$ cat src/rtl/cpu_trace_buffer.sv
// Retire-trace recorder: captures {pc, instruction, alu_out, zero} into a circular buffer,
// stops POST_DEPTH entries after a trigger, then serves random-access readout.
module cpu_trace_buffer #(
    parameter int unsigned ADDR_W     = 32,
    parameter int unsigned DATA_W     = 32,
    parameter int unsigned DEPTH      = 16,
    parameter int unsigned POST_DEPTH = 4,
    localparam int unsigned IDX_W     = $clog2(DEPTH),
    localparam int unsigned ENTRY_W   = ADDR_W + 32 + DATA_W + 1
) (
    input  logic               clock,
    input  logic               reset,
    input  logic               arm,
    input  logic [1:0]         trig_mode,
    input  logic [ADDR_W-1:0]  trig_pc,
    input  logic               valid,
    input  logic [ADDR_W-1:0]  pc,
    input  logic [31:0]        instruction,
    input  logic [DATA_W-1:0]  alu_out,
    input  logic               zero,
    input  logic               rd_en,
    input  logic [IDX_W-1:0]   rd_idx,
    output logic [ENTRY_W-1:0] rd_data,
    output logic               rd_valid,
    output logic [1:0]         state,
    output logic [IDX_W:0]     count,
    output logic               triggered
);

    typedef enum logic [1:0] {StIdle = 2'd0, StPre = 2'd1, StPost = 2'd2, StDone = 2'd3} state_e;

    state_e             state_q, state_d;
    logic [IDX_W-1:0]   wr_ptr_q, wr_ptr_d;
    logic [IDX_W:0]     count_q, count_d;
    logic [IDX_W-1:0]   post_cnt_q, post_cnt_d;
    logic               triggered_q, triggered_d;
    logic [ENTRY_W-1:0] rd_data_q, rd_data_d;
    logic               rd_valid_q, rd_valid_d;

    logic [ENTRY_W-1:0] mem [DEPTH];
    logic               we;
    logic               trig_hit;
    logic               full;
    logic [IDX_W-1:0]   base;
    logic [IDX_W-1:0]   rd_addr;

    assign full    = (count_q == (IDX_W+1)'(DEPTH));
    // Once the buffer has wrapped, the oldest surviving entry sits at the write pointer.
    assign base    = full ? wr_ptr_q : '0;
    assign rd_addr = base + rd_idx;

    always_comb begin
        case (trig_mode)
            2'b00:   trig_hit = 1'b1;
            2'b01:   trig_hit = (pc == trig_pc);
            2'b10:   trig_hit = zero;
            default: trig_hit = 1'b0;
        endcase
    end

    always_comb begin
        state_d     = state_q;
        wr_ptr_d    = wr_ptr_q;
        count_d     = count_q;
        post_cnt_d  = post_cnt_q;
        triggered_d = triggered_q;
        we          = 1'b0;

        if (arm) begin
            // arm wins over a simultaneous valid: that entry is dropped
            state_d     = StPre;
            wr_ptr_d    = '0;
            count_d     = '0;
            post_cnt_d  = '0;
            triggered_d = 1'b0;
        end else if (valid && (state_q == StPre || state_q == StPost)) begin
            we       = 1'b1;
            wr_ptr_d = wr_ptr_q + 1'b1;
            if (!full) begin
                count_d = count_q + 1'b1;
            end
            if (state_q == StPre) begin
                if (trig_hit) begin
                    triggered_d = 1'b1;
                    post_cnt_d  = IDX_W'(POST_DEPTH);
                    state_d     = (POST_DEPTH == 0) ? StDone : StPost;
                end
            end else begin
                post_cnt_d = post_cnt_q - 1'b1;
                if (post_cnt_q == IDX_W'(1)) begin
                    state_d = StDone;
                end
            end
        end
    end

    always_comb begin
        rd_valid_d = 1'b0;
        rd_data_d  = rd_data_q;
        if (rd_en && (state_q == StIdle || state_q == StDone)) begin
            rd_valid_d = 1'b1;
            rd_data_d  = ({1'b0, rd_idx} < count_q) ? mem[rd_addr] : '0;
        end
    end

    always_ff @(posedge clock or negedge reset) begin
        if (!reset) begin
            state_q     <= StIdle;
            wr_ptr_q    <= '0;
            count_q     <= '0;
            post_cnt_q  <= '0;
            triggered_q <= 1'b0;
            rd_data_q   <= '0;
            rd_valid_q  <= 1'b0;
        end else begin
            state_q     <= state_d;
            wr_ptr_q    <= wr_ptr_d;
            count_q     <= count_d;
            post_cnt_q  <= post_cnt_d;
            triggered_q <= triggered_d;
            rd_data_q   <= rd_data_d;
            rd_valid_q  <= rd_valid_d;
        end
    end

    always_ff @(posedge clock) begin
        if (we) begin
            mem[wr_ptr_q] <= {pc, instruction, alu_out, zero};
        end
    end

    assign rd_data   = rd_data_q;
    assign rd_valid  = rd_valid_q;
    assign state     = state_q;
    assign count     = count_q;
    assign triggered = triggered_q;

endmodule
$ cat config.mk
export PLATFORM = sky130hd
export DESIGN_NAME = cpu_trace_buffer
export DESIGN_NICKNAME = d
export VERILOG_FILES = /design/src/rtl/cpu_trace_buffer.sv
export SDC_FILE = /design/constraint.sdc
export NUM_CORES = 1
export LEC_CHECK = 0
export CELL_PAD_IN_SITES_DETAIL_PLACEMENT = 1
export CELL_PAD_IN_SITES_GLOBAL_PLACEMENT = 2
export CORE_MARGIN = 2
export CORE_UTILIZATION = 36
export DETAILED_ROUTE_END_ITERATION = 10
export GPL_ROUTABILITY_DRIVEN = 0
export PLACE_DENSITY_LB_ADDON = 0.1
export SLEW_MARGIN = 20
export SYNTH_ARGS = -nofsm -noshare
export SYNTH_HDL_FRONTEND = slang
export SYNTH_SLANG_ARGS = --single-unit
$ cat constraint.sdc
create_clock -name clock -period 11.02 [get_ports clock]
set_clock_uncertainty 0.1 [all_clocks]
set_input_delay 1.102 -clock clock [delete_from_list [all_inputs] [get_ports clock]]
set_output_delay 1.102 -clock clock [all_outputs]
set_load 0.02 [all_outputs]
# Word-level counts from Yosys, hierarchy flattened
# Memory sizes are Yosys's and may differ from the RTL's.
# Index checks and enable logic that the tools add are counted.
[word_totals]
mem_bits_rw = 1552
wordCells = 63
memories = 1
output_inout_bits = 106
latch_bits = 0
mem_bits_ro = 0
reg_bits = 114
[memory_table]
columns = ["memory", "depth", "width", "read_ports", "rd_ports_with_merged_regs", "wr", "line", "text"]
rows = [
  ["mem", 16, 97, 1, 0, 1, "40", "logic [ENTRY_W-1:0] mem [DEPTH];"],
]
[op_classes]
bitwise_logic = 0
eq_ne = 10
shifts = 0
addsub = 4
reduce_logical = 14
muxes = 26
multipliers = 0
n_div = 0
n_lt_le_gt_ge = 1
[ops]
columns = ["op", "count"]
rows = [
  ["97-bit two-way mux", 1],
  ["32-bit equality test", 1],
  ["4-bit two-way mux", 7],
  ["5-bit two-way mux", 3],
  ["2-bit two-way mux", 5],
  ["1-bit two-way mux", 9],
  ["2-bit equality test, second input constant", 3],
  ["3-bit AND reduction", 2],
  ["2-bit nonzero test", 3],
  ["5-bit by 1-bit adder with 5-bit output, second input constant", 1],
  ["5-bit equality test, second input constant", 1],
  ["4-bit by 5-bit less-than comparator with 1-bit output", 1],
  ["4-bit by 1-bit adder with 4-bit output, second input constant", 1],
  ["4-bit adder", 1],
  ["2-bit by 1-bit equality test with 1-bit output, second input constant", 2],
  ["4-bit by 1-bit equality test with 1-bit output, second input constant", 1],
  ["2-bit logical NOT", 2],
  ["2-bit AND reduction", 2],
  ["4-bit by 1-bit subtractor with 4-bit output, second input constant", 1],
  ["3-bit inequality test, second input constant", 1],
  ["1-bit one-hot mux with 3 select lines", 1],
  ["3-bit nonzero test", 1],
  ["1-bit logical AND", 2],
  ["1-bit logical OR", 2],
  ["2-bit inequality test, second input constant", 1],
]

# Logic depth before layout (Yosys ltp)
# Gate-level depths: netlist (run 1).
[depth]
depth_word = 7
mapped_depth = 13
depth_no_buf = 10

# Worst setup path before layout (run 1)
# OpenSTA, ideal clock, no wires.
[synth_path]
path_type = "input-to-reg"
start = "in valid"
end = "mem mem[0][0] (netlist name), enable pin"
setup_time_ns = 0.671
t_arrival_ns = 8.199
t_required_ns = 10.249
slack_ns = 2.050
cell_stages = 5
n_path_buf = 1
cell_sequence = "nand2b_1 > clkbuf_1 > nor2_1 > nand2_1 > nor3_1"
[synth_via]
elab_chain_cells = 5
[synth_lines]
columns = ["element", "line", "text"]
rows = [
  ["from (decl)", "16", "input logic valid,"],
  ["1-bit logical AND", "76", "end else if (valid && (state_q == StPre || state_q == StPost)) begin"],
  ["1-bit two-way mux", "76", ""],
  ["1-bit two-way mux", "69", "if (arm) begin"],
  ["1-bit two-way mux", "127", "if (we) begin"],
  ["1-bit two-way mux (implied by the code)", "128", "mem[wr_ptr_q] <= {pc, instruction, alu_out, zero};"],
  ["to (decl)", "40", ""],
]
# Every way passes these cells.

# Worst setup path in the final report (run 1)
[layout_path]
start = "reg count_q[0] (netlist: count[0])"
end = "reg rd_data_q[76] (netlist: rd_data[76])"
[layout_via]
elab_chain_cells = 5
word_cells_on_any_way = 6
classes_between = "add/sub: 1; order compare: 1; eq/ne: 1; mux: 2; memory: 1"
[layout_lines]
columns = ["element", "line", "text"]
rows = [
  ["from (decl)", "34", "logic [IDX_W:0] count_q, count_d;"],
  ["from (signal assigned)", "118", "count_q <= count_d;"],
  ["5-bit equality test", "47", "assign full = (count_q == (IDX_W+1)'(DEPTH));"],
  ["4-bit two-way mux", "49", "assign base = full ? wr_ptr_q : '0;"],
  ["4-bit adder", "50", "assign rd_addr = base + rd_idx;"],
  ["memory read 16 x 97 bit", "-", ""],
  ["97-bit two-way mux (*)", "102", "rd_data_d = ({1'b0, rd_idx} < count_q) ? mem[rd_addr] : '0;"],
  ["to (signal assigned)", "121", "rd_data_q <= rd_data_d;"],
  ["to (decl)", "37", "logic [ENTRY_W-1:0] rd_data_q, rd_data_d;"],
]
# Every way passes the cells marked *; elsewhere a longest branch is shown, timed or not.
# A chain may end at the register's enable or synchronous reset.

==> run metrics, run 1 <==
unrepaired setup endpoints after global routing false; clk slew on worst S/H paths 0.06 ns; metal3 WL 7193 um; Sw Pwr 3.399 mW; Seq cells post-synth 1666; number of antenna violations at the first check in global routing 14; initial drt markers 2386; area occupied by multi-input gates 13710 sq um; Final Critical Period 5.632 ns; Flop pwr share 49.7%; status finished, final reports clean; Initial Utilization 36.24%; internal power 11.31 mW; Hold Vio Cnt, Final 0; worst path arrival time 6.20 ns; YS warnings 0; cts repair resizes 0; drt drc 0; CTS Hold Buffers Added 0; Combinational Power Share 9.2%; area delta synth->final 17.50%; GRT Resource Usage Total 20.21%; 1st-pass router iterations 5; Max Clock Freq 0.1776 GHz; Slew HR 24.73%; syn_nets 3248; register area share after synthesis 77.41%; number of buffers created by CTS 179; number of synthesized flops with an enable pin 1552; met2 wire len 93060 um; setup bufs post-CTS 0; vias per cell 5.362; Startpoint Class flop; mean post-synth cell area 20.66 sq um; hpwl dp 88680 um; Final period util 51.11%; Fin Setup TNS 0 ns; most frequent cells in the layout edfxtp_1, nand2_1, mux4_2; Slew @ Worst Pin 1.129 ns; TritonCTS clock tree built; Placement Cell Area 69140 sq um; Total Wirelength 180900 um; kind of critical path reg -> reg; wl on met1 76440 um; most common cell after layout, fill and taps aside edfxtp_1; Skew-Pair Late Insertion Delay 0.79 ns; largest net degree at the start of global routing 138; maximum VDD drop 0.1417 mV; Hold Slack 0.2121 ns; placed cells 5566; # fillers 16390; DR top layer met5; gr ovfl total 0; Hold/Removal Path Class in -> async; Overall Power 14.71 mW; Final Max Tran Viols 0; H-tree levels 4; post-route cell area 75070 sq um; power share of the clock group 41.1%; drt wl/cell 30.62 um; DRT antenna net count 0; first-pass GRT wire length 259200 um; Worst EP required 11.59 ns; Setup violations, final 0; I/O pins 246; non-filler cells, final 5906; Net count, final 3563; sw frac 23.11%; power density cells 195.9 nW/um^2; Setup WS pre-CTS 4.800 ns; port buffer count 245; fraction of layout cells with a size suffix above 1 20.69%; register area 49460 sq um; routed via count 31670; Die X 425.3 um; die area 180900 sq um; CP endpoint kind flop; leakage 24.13 nW; post-layout util 42.58%; root buffer cell clkbuf_16; number of global-route vias before repair 35260; final worst setup slack 5.388 ns; Synth Instances 3092; die height 425.3 um; Post-Syn Area 63890 sq um; unique cell type count in the Yosys netlist 40; max_cap viols 0; Site Rows 154; Max clock buf depth 3; CTS sink cnt 1666; crit-path max FO 62; Post-synth ARST share 6.843%; core area 176300 sq um; Main synth FF type edfxtp_1
==> power by group through the flow <==
stage | sequential [mW] | clock (mW) | combinational (mW)
final | 7.32 | 6.04 | 1.36
after global routing | 7.34 | 6.42 | 1.46
after CTS | 7.33 | 6.19 | 1.39
after detailed placement | 7.46 | 0 | 1.39
after global placement | 7.46 | 0 | 1.37
after floorplan | 7.54 | 0 | 0.518
==> sequential cells by signal, indices dropped and copies added, names as in the netlist <==
register,flops
wr_ptr_q,4
post_cnt_q,4
rd_data,97
mem,1552
state,2
rd_valid,1
triggered,1
count,5
==> metal layers <==
metal  track usage, %  vias to the layer above
li1                 -                    13250
met2            35.18                      685
met5                0                        -
met1            26.29                    17480
met4            5.467                        8
met3            3.151                      237
==> worst max-delay path, stage by stage (launching register included) <==
cell,delay (ns)
dfrtp_1,0.54
inv_1,0.08
ha_1,0.22
and4bb_4,0.23
and2_1,0.19
ha_4,0.18
fa_4,1.26
buf_4,0.78
buf_4,0.84
mux4_2,0.42
nand2_1,0.09
nand3_1,0.10
a32o_1,0.31
==> cell families (layout without fill, tap and decap cells) <==
family | Yosys count | count (layout) | synth area share (%)
flip-flops | 1666 | 1666 | 77.41
other | 0 | 4 | 0
AO/OA/AOI/OAI | 129 | 129 | 1.841
AND/OR/NAND/NOR | 664 | 664 | 4.845
multiplexers | 388 | 388 | 13.68
XOR/XNOR | 40 | 40 | 0.5718
adder cells (fa/ha/maj) | 16 | 16 | 0.3251
buffers and inverters | 189 | 659 | 1.330
==> Yosys cell counts, types with 14 or more instances <==
cell type  instances  share of area (%)
nand3b_1          97                1.1
inv_1             14              0.082
mux4_2           388                 14
a21oi_1           16               0.13
ha_1              15               0.29
xnor2_1           29               0.40
nand3_1          100               0.78
edfxtp_1        1552                 73
nor2_1            25               0.15
a32o_1            97                1.5
buf_2             52               0.41
nand2_1          398                2.3
and2_1            16               0.16
clkbuf_1         108               0.63
dfrtp_1          114                4.5
==> layout make-up <==
class	instances	share of cell area, %
Clock inverter	71	1.042
Clock buffer	265	6.845
Inverter	14	0.07000
Antenna cell	4	0.01333
Timing Repair Buffer	309	3.980
Tap cell	2340	3.900
Multi-Input combinational cell	1237	18.27
Sequential cell	1666	65.88
==> final timing paths <==
kind                             start           to  slack, ns  depth (start not counted)
max                           count[0]  rd_data[76]       5.39                         12
min                              reset  rd_data[10]       0.21                          1
max reg2reg                   count[0]  rd_data[76]       5.39                         12
min reg2reg                rd_data[52]  rd_data[52]       0.39                          1
max in group asynchronous        reset  rd_data[50]       9.17                          2
min in group clock         rd_data[52]  rd_data[52]       0.39                          1
(Power assumes the default switching activity.)
==> run 2: changes to the inputs <==
- clock period: 11.02 -> 5.9 ns (I/O delays scaled with it)
==> run 2 against run 1 <==
- worst hold slack improved by 0.099 ns
- clock power increased by 82%
- sequential share of layout area decreased by 0.39 points
- final cell count increased by 0.14%
- critical path depth decreased by 1
- critical path type unchanged
- largest cell class unchanged
- non-clock buffer count increased by 13
- core utilization increased by 0.26 points
==> run metrics, run 2 (synthesized netlist as in run 1, its figures left out) <==
gr ovfl total 0; CP endpoint kind flop; sw frac 23.48%; number of global-route vias before repair 35460; power share of the clock group 40.4%; I/O pins 246; crit path cell chain inv_1, ha_1, and4bb_4, and2_1, ha_4, fa_4, buf_12, mux4_2, nand2_1, nand3_1, a32o_1; crit-path max FO 81; Setup violations, final 0; unrepaired setup endpoints after global routing false; most common cell after layout, fill and taps aside edfxtp_1; Combinational Power Share 9.5%; maximum VDD drop 0.2296 mV; # fillers 16330; most frequent cells in the layout edfxtp_1, nand2_1, mux4_2; GRT Resource Usage Total 19.87%; die area 180900 sq um; Startpoint Class flop; first-pass GRT wire length 256200 um; CP peak stage delay 1.15 ns; Final period util 70.72%; routed via count 31640; kind of critical path reg -> reg; initial drt markers 2310; worst path arrival time 4.75 ns; Die X 425.3 um; area delta synth->final 18.20%; Hold Slack 0.3109 ns; Crit-path slowest cell fa_4; CTS sink cnt 1666; Initial Utilization 36.24%; root buffer cell clkbuf_16; Hold/Removal Path Class in -> async; Net count, final 3578; Flop pwr share 50.1%; status finished, final reports clean; TritonCTS clock tree built; vias per cell 5.351; clk slew on worst S/H paths 0.06 ns; leakage 24.25 nW; Max clock buf depth 3; die height 425.3 um; core area 176300 sq um; Overall Power 27.23 mW; max_cap viols 0; drt drc 0; Site Rows 154; post-layout util 42.84%; number of buffers created by CTS 181; Placement Cell Area 69730 sq um; hpwl dp 89620 um; Fin Setup TNS 0 ns; Max Clock Freq 0.2397 GHz; port buffer count 245; 1st-pass router iterations 7; DRT antenna net count 0; largest net degree at the start of global routing 116; number of antenna violations at the first check in global routing 12; Slew HR 27.52%; Slew @ Worst Pin 1.082 ns; power density cells 360.6 nW/um^2; Biggest register mem; Skew-Pair Late Insertion Delay 0.81 ns; Hold Vio Cnt, Final 0; Final Max Tran Viols 0; Total Wirelength 177400 um; post-route cell area 75520 sq um; max FFs per register 1552; Final Critical Period 4.172 ns; internal power 20.84 mW; Worst EP required 6.48 ns; fraction of layout cells with a size suffix above 1 20.83%; H-tree levels 4; Sw Pwr 6.394 mW; drt wl/cell 30.00 um
-- run 2: power groups by stage --
| stage | clock network [mW] | registers [mW] | logic (mW) |
|---|---|---|---|
| 2_1_floorplan | 0 | 14.1 | 0.967 |
| 3_3_place_gp | 0 | 13.9 | 2.60 |
| 3_5_place_dp | 0 | 13.9 | 2.64 |
| 4_1_cts | 11.3 | 13.7 | 2.65 |
| 5_1_grt | 11.7 | 13.7 | 2.77 |
| 6_report | 11.0 | 13.6 | 2.59 |
-- run 2: critical path: cells and delay by family, from the launching register on --
family	cells	cell delay, ns
flops	1	0.45
simple gates	4	0.60
fa+ha+maj	3	1.52
compound gates	1	0.31
buf+inv	2	0.55
mux	1	0.39
-- run 2: cell type report --
type	instances	area (sq um)	share of cell area, %
flip-flops and latches	1666	49460	65.49
multi-input cells	1237	13720	18.17
clock buffers	260	5059	6.698
repair buffers	322	3580	4.740
well taps	2340	2928	3.877
clock inverters	73	720.7	0.9543
inverters	14	52.55	0.06958
diodes	2	5.005	0.006627
-- run 2: final timing paths --
path                            startpoint  cells after the start  slack, ns          end
worst max-delay path              count[0]                     11       1.73  rd_data[79]
worst min-delay path                 reset                      2       0.31   rd_data[1]
worst max register to register    count[0]                     11       1.73  rd_data[79]
worst min register to register  rd_data[2]                      1       0.39   rd_data[2]
max in group asynchronous            reset                      3       4.24  rd_data[48]
min in group clock              rd_data[2]                      1       0.39   rd_data[2]
-- run 2: per-stage QoR --
step / worst slack, ns / std cells
2_1_floorplan: -0.2899 / 3092
3_3_place_gp: 1.591 / 5577
3_5_place_dp: 1.636 / 5578
4_1_cts: 1.679 / 5912
5_1_grt: 1.562 / 5913
6_report: 1.728 / 5914
-- run 2: metal layers --
metal	track usage, %	up-vias	wire [um]
li1	-	13310	-
met1	25.86	17440	75550
met2	34.92	655	91850
met3	3.137	229	6673
met4	4.545	6	3303
met5	0	-	34
-- run 2: timing repair --
item / in CTS / in global routing
resized for setup: 0 / 0
setup endpoints to repair: 0 / 0
hold buffers: 1 / 0
endpoints found under the hold margin: 54 / 0
buffers inserted: 0 / 0
==> run 3: changes to the inputs <==
- clock period: 5.9 -> 3.4 ns (I/O delays scaled with it)
==> run 3 against run 2 <==
- clock-buffer cell count down 7
- critical endpoint is now rd_data[13]
- core utilization grew 1.5 points
- power is 76% higher
- first-iteration DRC count grew 7.4%
- the run now ends with setup timing left
- wire length grew 4.9%
==> run metrics, run 3 (synthesized netlist as in run 1, its figures left out) <==
number of antenna violations at the first check in global routing 14; crit path cell chain inv_2, ha_4, and4bb_4, and2_4, ha_4, fa_4, buf_12, buf_12, buf_16, buf_6, mux4_2, nand2_2, nand3_2, a32o_2; I/O pins 246; fraction of layout cells with a size suffix above 1 25.70%; Crit-path slowest cell fa_4; Final Max Tran Viols 0; crit-path max FO 5; kind of critical path reg -> reg; leakage 25.55 nW; Setup WS pre-CTS -0.2264 ns; Slew @ Worst Pin 0.9662 ns; gr ovfl total 0; Hold/Removal Path Class in -> async; violated checks setup timing; Max Clock Freq 0.2903 GHz; reg2reg end rd_data[13]; TritonCTS clock tree built; port buffer count 245; Startpoint Class flop; Net count, final 3741; root buffer cell clkbuf_16; worst r2r path cells 14; FF-to-FF setup slack -0.04 ns; routed via count 32510; drt drc 0; DRT antenna net count 0; Final Critical Period 3.444 ns; core area 176300 sq um; Max clock buf depth 3; Hold Slack 0.09480 ns; CP endpoint kind flop; worst path arrival time 4.02 ns; area delta synth->final 22.34%; number of global-route vias before repair 35480; # fillers 16240; post-route cell area 78160 sq um; maximum VDD drop 0.5105 mV; status finished, violations left; startpoint of the worst register-to-register path count[1]; Buf/Inv on CP 5; most common cell after layout, fill and taps aside edfxtp_1; die height 425.3 um; CP peak stage delay 0.83 ns; first-pass GRT wire length 265000 um; GRT Resource Usage Total 20.60%; number of buffers created by CTS 181; Die X 425.3 um; non-filler cells, final 6084; Skew-Pair Late Insertion Delay 0.80 ns; largest net degree at the start of global routing 99; initial drt markers 2482; max FFs per register 1552; Biggest register mem; Site Rows 154; unrepaired setup endpoints after global routing true; drt wl/cell 30.59 um; Total Wirelength 186100 um; placed cells 5709; Initial Utilization 36.24%; CTS sink cnt 1666; vias per cell 5.344; H-tree levels 4; Hold Vio Cnt, Final 0; hpwl dp 99170 um; Final period util 101.3%; clk slew on worst S/H paths 0.06 ns; Worst EP required 3.97 ns; max_cap viols 0; die area 180900 sq um; final worst setup slack -0.04434 ns; 1st-pass router iterations 5; Setup violations, final 28; Placement Cell Area 71440 sq um; Top delay family on crit path adder cells; Slew HR 35.59%; most frequent cells in the layout edfxtp_1, mux4_2, nand2_1; power density cells 614.1 nW/um^2
[run 3: worst reg2reg max path: stages, from the launching register on]
cell and delay (ns):
dfrtp_1 0.35, inv_2 0.06, ha_4 0.14, and4bb_4 0.19, and2_4 0.14, ha_4 0.16, fa_4 0.83, buf_12 0.15
buf_12 0.15, buf_16 0.16, buf_6 0.13, mux4_2 0.29, nand2_2 0.08, nand3_2 0.08, a32o_2 0.30
[run 3: cell type report]
type / instances / area [sq um] / share of cell area (%)
diodes: 4 / 10.01 / 0.01281
flip-flops and latches: 1666 / 49460 / 63.28
clock inverters: 85 / 770.7 / 0.9861
clock buffers: 253 / 5079 / 6.498
well taps: 2340 / 2928 / 3.746
multi-input cells: 1237 / 13890 / 17.78
repair buffers: 485 / 5964 / 7.631
inverters: 14 / 52.55 / 0.06723
[run 3: per-layer routing]
metal	track usage, %	up-vias	wire (um)
li1	-	13670	-
met1	28.51	17870	82770
met2	34.14	702	92020
met3	3.173	256	7165
met4	5.242	14	4032
met5	0	-	101
[run 3: worst max path at each step]
stage / from / end / slack, ns / cells past startpoint
after floorplan: state[1] / mem[0][0] / -0.72 / 7
after global placement: count[0] / rd_data[5] / -0.22 / 12
after detailed placement: count[0] / rd_data[7] / -0.23 / 12
after CTS: count[0] / rd_data[3] / -0.04 / 15
after global routing: count[0] / rd_data[13] / -0.13 / 14
final: count[1] / rd_data[13] / -0.04 / 14
[run 3: power by group]
group          switching (mW)  internal, mW
Sequential              0.661          23.1
Clock                    8.03          11.3
Combinational            2.61          2.27
[run 3: per-stage QoR]
stage          setup TNS, ns  util [%]  power [mW]
6_report             -0.3480     44.33       47.99
5_1_grt               -7.208     44.33       49.56
4_1_cts              -0.1790     44.08       48.59
3_5_place_dp          -11.11     40.52       29.06
3_3_place_gp          -10.21     40.52       28.97
2_1_floorplan         -69.70         -       26.12
[run 3: repair_timing]
| action | CTS | global route |
|---|---|---|
| resized for setup | 38 | 51 |
| cloned | 6 | 10 |
| setup buffers | 10 | 7 |
| pin swaps | 10 | 41 |
| hold endpoints to repair | 42 | 0 |
| endpoints found under the setup margin | 96 | 93 |
| hold buffers | 1 | 0 |
